[config.mk]
export PLATFORM = sky130hd
export DESIGN_NAME = dmem_arbiter
export DESIGN_NICKNAME = d
export VERILOG_FILES = /design/src/rtl/dmem_arbiter.sv
export SDC_FILE = /design/constraint.sdc
export NUM_CORES = 1
export LEC_CHECK = 0
export BUFFER_PORTS_ARGS = -buffer_cell sky130_fd_sc_hd__clkbuf_2
export CORE_AREA = 2 2 116 118
export DETAILED_ROUTE_END_ITERATION = 10
export DIE_AREA = 0 0 118 120
export PLACE_DENSITY = 0.56
export SLEW_MARGIN = 0
export SYNTH_ARGS = -nofsm -noshare
export SYNTH_HDL_FRONTEND = slang
export SYNTH_SLANG_ARGS = --single-unit
[constraint.sdc]
create_clock -name clk -period 2.8 [get_ports clk]
set_clock_uncertainty 0.2 [all_clocks]
set_input_delay 0.56 -clock clk [delete_from_list [all_inputs] [get_ports clk]]
set_output_delay 0.56 -clock clk [all_outputs]
set_load 0.01 [all_outputs]
[src/rtl/dmem_arbiter.sv]
// Data-memory arbiter: CPU MEM stage has priority, a DMA/debug loader gets a
// forced slot after STARVE_LIMIT consecutive CPU wins against a waiting DMA.
module dmem_arbiter #(
   parameter int ADDR_W       = 32,
   parameter int DATA_W       = 32,
   parameter int STARVE_LIMIT = 4
) (
   input  logic              clk,
   input  logic              reset,
   input  logic              cpu_req,
   input  logic              cpu_we,
   input  logic [ADDR_W-1:0] cpu_addr,
   input  logic [DATA_W-1:0] cpu_wdata,
   output logic [DATA_W-1:0] cpu_rdata,
   output logic              cpu_stall,
   input  logic              dma_req,
   input  logic              dma_we,
   input  logic [ADDR_W-1:0] dma_addr,
   input  logic [DATA_W-1:0] dma_wdata,
   output logic              dma_gnt,
   output logic              dma_rvalid,
   output logic [DATA_W-1:0] dma_rdata,
   output logic [ADDR_W-1:0] mem_addr,
   output logic [DATA_W-1:0] mem_wdata,
   output logic              mem_read,
   output logic              mem_write,
   input  logic [DATA_W-1:0] mem_rdata
);

   logic [3:0] streak, streak_nxt;
   logic [4:0] streak_inc;
   logic       force_dma, force_dma_nxt;
   logic       sel_dma;

   // force_dma is cleared by the async reset, so during reset a CPU request wins.
   assign sel_dma   = dma_req & (force_dma | ~cpu_req);
   assign dma_gnt   = sel_dma;
   assign cpu_stall = cpu_req & sel_dma;
   assign cpu_rdata = mem_rdata;

   always_comb begin
      // NOTE: every output gets a default first, so no path leaves one unassigned and no latch is inferred.
      mem_addr  = cpu_addr;
      mem_wdata = cpu_wdata;
      mem_read  = cpu_req & ~cpu_we;
      mem_write = cpu_req & cpu_we;
      if (sel_dma) begin
         mem_addr  = dma_addr;
         mem_wdata = dma_wdata;
         mem_read  = ~dma_we;
         mem_write = dma_we;
      end
   end

   always_comb begin
      streak_nxt    = streak;
      force_dma_nxt = force_dma;
      streak_inc    = {1'b0, streak} + 5'd1;
      if (!dma_req || sel_dma) begin
         streak_nxt    = '0;
         force_dma_nxt = 1'b0;
      end else if (cpu_req) begin
         // CPU beat a waiting DMA; the LIMIT-th such win owes the DMA the next slot.
         if (streak_inc == 5'(STARVE_LIMIT)) begin
            streak_nxt    = '0;
            force_dma_nxt = 1'b1;
         end else begin
            streak_nxt = streak_inc[3:0];
         end
      end
   end

   always_ff @(posedge clk or negedge reset) begin
      if (!reset) begin
         streak     <= '0;
         force_dma  <= 1'b0;
         dma_rvalid <= 1'b0;
         dma_rdata  <= '0;
      end else begin
         // NOTE: non-blocking assignments so every register samples pre-edge values, independent of statement order.
         streak     <= streak_nxt;
         force_dma  <= force_dma_nxt;
         dma_rvalid <= sel_dma & ~dma_we;
         if (sel_dma & ~dma_we) dma_rdata <= mem_rdata;
      end
   end

endmodule
Yosys cells after proc, flatten, opt, wreduce, memory -nomap -nowiden. Cells that the tools add are included.

Add/sub/neg operators: 1. Equality and inequality tests: 1. Muxes and demuxes: 10. Bitwise logic cells: 9. Reductions and logical operators: 5.

Operators by type and width (count): 2-to-1 mux 32 bit (2); 2-to-1 mux 4 bit (3); adder 4 x 1 -> 5 bit (second input constant) (1); bitwise AND 1 bit (5); == test 5 x 3 -> 1 bit (second input constant) (1); 2-to-1 mux 1 bit (5); nonzero test 2 bit (2); NOT 1 bit (3); AND reduction 2 bit (1); zero test 1 bit (1); logical OR 1 bit (1); bitwise OR 1 bit (1).

Register bits after elaboration: 38. Input bits: 166. Output and inout port bits: 133. Logic and storage cells: 30.

Depth between registers and ports, before layout.
Depth in word-level cells: 6. Gate-level depth with buffers: 5. Gate-level depth less buffers: 3.

Least setup slack after synthesis. Ideal clock, no wire load.

Kind: input to output. Start: in cpu_req. End: out mem_addr[10]. Arrival: 1.528 ns. Data required time: 2.040 ns. Setup slack: 0.512 ns. Stages: 5. Path buffers: 2. Path through: nor2b_4 -> nand2b_4 -> buf_6 -> buf_4 -> mux2_2.

Cells in the longest elaborated chain, start to end: 4.

RTL lines: start, declared (line 10) `input logic cpu_req,`; NOT 1 bit (line 36) `assign sel_dma = dma_req & (force_dma | ~cpu_req);`; bitwise OR 1 bit (line 36); bitwise AND 1 bit (line 36); 2-to-1 mux 32 bit (line 47) `if (sel_dma) begin`; end, declared (line 23) `output logic [ADDR_W-1:0] mem_addr,`.

Every way passes these cells.

Final worst setup path.
Start: in cpu_req. End: out mem_wdata[23].

Cells in the longest elaborated chain, start to end: 4.

RTL lines: NOT 1 bit (line 36); bitwise OR 1 bit (line 36); bitwise AND 1 bit (line 36); 2-to-1 mux 32 bit (line 47); end, declared (line 24) `output logic [DATA_W-1:0] mem_wdata,`.

Every way passes these cells.

==> results.txt <==
----------------------------------------------------
[Power and ir drop]
  Tot Pwr ... between 0.0015 and 0.002 W
  Psw ... 0.000530 W
  Internal Power ... 0.00134 W
  Reg power frac ... a little over a third
  Largest vdd supply drop ... about 0.18 mV
  Ratio of total power to cell area ... 456 mW/mm^2
  Static Leak ... 2.25 nW
  Switching share of total power ... about 28%
  Logic gate share of total power ... between 30 and 40%
  Clock power frac ... 29.8%

[Floorplanning]
  Die outline area ... about 0.014 mm^2
  Row count ... 42
  Chip width ... about 120 um
  Die H ... 120 um
  # IOs ... 299
  Placeable core region ... between 0.01 and 0.015 mm^2
  Starting density of the core ... 19.3%

[Cells and area]
  Share of layout cells above drive strength 1 ... roughly 88%
  Number of nets in the layout ... 631
  Area growth from synthesis to layout ... 62.9%

[Setup path]
  Worst stage delay on the critical path ... 0.37 ns
  Crit-path slowest cell ... sky130_fd_sc_hd__mux2_2
  Class of the most critical setup path ... input port to output port
  Launching element type of the critical path ... input port
  Startpoint of the worst register-to-register path ... force_dma
  Bufs and invs on worst path ... 3
  Number of logic stages on the critical path including buffering ... 6
  Crit path required time ... 2.04 ns
  CP Launch Point ... cpu_req
  Dominant delay contributor by cell family on the critical path ... buffers and inverters
  Cells on worst reg2reg path ... 4
  Biggest fanout along the worst timing path ... 46
  Worst flop-to-flop path endpoint ... dma_rdata[3]
  Library cell appearing most often on the critical path ... sky130_fd_sc_hd__clkbuf_2
  Setup slack of the worst register-to-register path ... around 1.0 ns
  Ordered list of cells on the worst path ... clkbuf_2 -> nor2b_4 -> nand2b_4 -> buf_12 -> mux2_2 -> clkbuf_2
  Arrival @ worst endpoint ... 1.86 ns
  Setup crit end ... mem_wdata[23]
  Crit path capture type ... output port

[STA]
  Final Hold Fails ... 0
  Peak Freq ... 381 MHz
  RSZ-0062 raised after global routing ... false
  Tightest slew margin relative to the limit ... 38.4%
  Setup TNS ... 0 ns
  Count of final setup violators ... 0
  Min cycle time layout ... between 2 and 3 ns
  Slew at the pin closest to its max-slew limit ... 0.924 ns
  Post-route clock period utilization ... 93.7%
  Pins Over Slew Limit ... 0

[Logic synthesis]
  Most repeated cell in the gate-level netlist after synthesis ... sky130_fd_sc_hd__mux2_2
  Cell type with the largest total area after synthesis ... sky130_fd_sc_hd__mux2_2
  Number of enable flip-flop cells after synthesis ... 0
  Mean Syn Cell Area ... 12.7 um^2
  Synth top area share ... ~42%
  Register area share after synthesis ... 37.9%
  Flip-flop cell with the highest count after synthesis ... sky130_fd_sc_hd__dfrtp_1
  Post-synthesis sequential element count ... 38
  Syn Std Cell Area ... 0.00251 mm^2
  Number of instances in the synthesized netlist ... 198
  Yosys warning count ... 0
  Post-synth ARST share ... 100%
  Yosys cell types ... 21
  Top cells by count, synth ... 94 x sky130_fd_sc_hd__mux2_2, 38 x sky130_fd_sc_hd__dfrtp_1, 35 x sky130_fd_sc_hd__buf_4
  Synth top area cells ... sky130_fd_sc_hd__mux2_2 42%, sky130_fd_sc_hd__dfrtp_1 38%, sky130_fd_sc_hd__buf_4 10%
  Net count of the mapped netlist ... 365

[Route]
  Routed wire length ... 7820 um
  DRC viols ... 0
  First-pass detailed-route iteration total ... 4
  Routed wire per std cell ... 12.2 um
  Antenna viol nets, final ... 0
  Number of violations reported at the end of detailed-routing iteration 0 ... 87
  Mean number of vias per cell ... 3.85
  Count of vias placed by the detailed router ... between 2,000 and 2,500

[CTS]
  Reg clk slew, reported paths ... approximately 0.060 ns
  Clock insertion delay at the later pin of the skew report ... between 0.2 and 0.3 ns
  Clock tree from TritonCTS ... built
  Maximum clock insertion buffer count ... 2
  Htree depth ... 2
  Number of CTS-inserted buffers ... 5
  CTS sink cnt ... 38
  # Post-CTS Setup Buffers ... 0
  Count of cells resized by post-cts repair ... 0
  Cts hold-fix bufs ... 0
  Cell at the root of the clock tree ... sky130_fd_sc_hd__clkbuf_16

[Global route]
  Overall overflow remaining after global route ... 0
  Total Routing Usage GR ... 10.2%
  Antenna violations before repair ... 1
  Pin count of the biggest net entering global routing ... 47
  Global-route wire length before repair ... 11,600 um
  Number of global-route vias before repair ... 2,426

[Placed design]
  Post-DP HPWL ... 6960 um
  Routability congestion estimate ... 0.761
  Port buffer count ... between 200 and 300

[Run]
  Maxcap violations ... 0

[Outcome]
  Status ... completed

[Min path]
  Worst min path class ... input port to asynchronous set/reset pin

----------------------------------------------------
## logic make-up (layout without fill, tap and decap cells)
family	count (synthesis)	after routing	share of synthesized area, %
flip-flops	38	38	37.9
other	0	1	0
AND/OR/NAND/NOR	15	15	4.29
adder cells (fa/ha/maj)	1	1	0.498
multiplexers	96	96	43.1
XOR/XNOR	1	1	0.349
AO/OA/AOI/OAI	3	3	0.748
buffers and inverters	44	311	13.2
## final cells by class
type,count,area [um^2]
fill,1346,8890
timing repair buffer,301,1530
multi-input combinational,116,1230
sequential,38,951
tap,176,220
clock buffer,6,139
clock inverter,2,12.5
inverter,2,7.51
antenna,1,2.50
## cell usage in the layout, fill, tap and decap left out, drive strengths merged
cell type and instances:
inv 2, diode 1, ha 1, mux2 96, xor2 1, nand3b 1, nand2 3, and3 2
nor2b 1, nor2 3, buf 3, nand2b 2, clkinv 1, clkinvlp 1, a31o 1, clkbuf 304
nor3b 2, nand3 1, dfrtp 38, a21oi 2
## how the worst min path moves through the flow
stage / endpoint / slack (ns) / depth (start not counted)
after floorplan: dma_rdata[0] / 0.06 / 0
after global placement: streak[0] / 0.25 / 1
after detailed placement: streak[0] / 0.26 / 1
after CTS: dma_rdata[3] / 0.25 / 1
after global routing: dma_rdata[10] / 0.30 / 1
final: dma_rdata[22] / 0.22 / 1
## registers in the layout, indices dropped and copies added (netlist names)
register and count:
dma_rdata 32, dma_rvalid 1, force_dma 1, streak 4
## through the flow
stage	hold WS [ns]	util (%)	setup slack (ns)	instances	area, um^2
after floorplan	0.0644	-	0.512	198	2510
after global placement	0.251	30.3	0.183	633	3930
after detailed placement	0.259	30.3	0.165	633	3930
after CTS	0.249	31.5	0.159	641	4090
after global routing	0.305	31.5	0.0721	641	4090
final	0.216	31.5	0.176	642	4090
## power groups by stage
stage	combinational, W	clock, W	sequential, W
2_1_floorplan	0.000291	0	0.000734
3_3_place_gp	0.000629	0	0.000689
3_5_place_dp	0.000637	0	0.000692
4_1_cts	0.000640	0.000581	0.000682
5_1_grt	0.000681	0.000607	0.000692
6_report	0.000628	0.000556	0.000681
## worst register-to-register path: stages (launching register included)
cell and delay [ns]:
sky130_fd_sc_hd__dfrtp_1 0.38, sky130_fd_sc_hd__nor2b_4 0.07, sky130_fd_sc_hd__nor3b_4 0.21, sky130_fd_sc_hd__buf_4 0.39, sky130_fd_sc_hd__mux2_2 0.41
## metal layers
layer | GRT usage (%) | vias up | wire length, um
met5 | 0 | - | 0
met4 | 2.94 | 0 | 55
met3 | 2.14 | 2 | 547
met2 | 19.7 | 138 | 4410
met1 | 11.1 | 1129 | 2810
li1 | - | 1204 | -
Note: power is estimated with default switching activity, not from simulation.
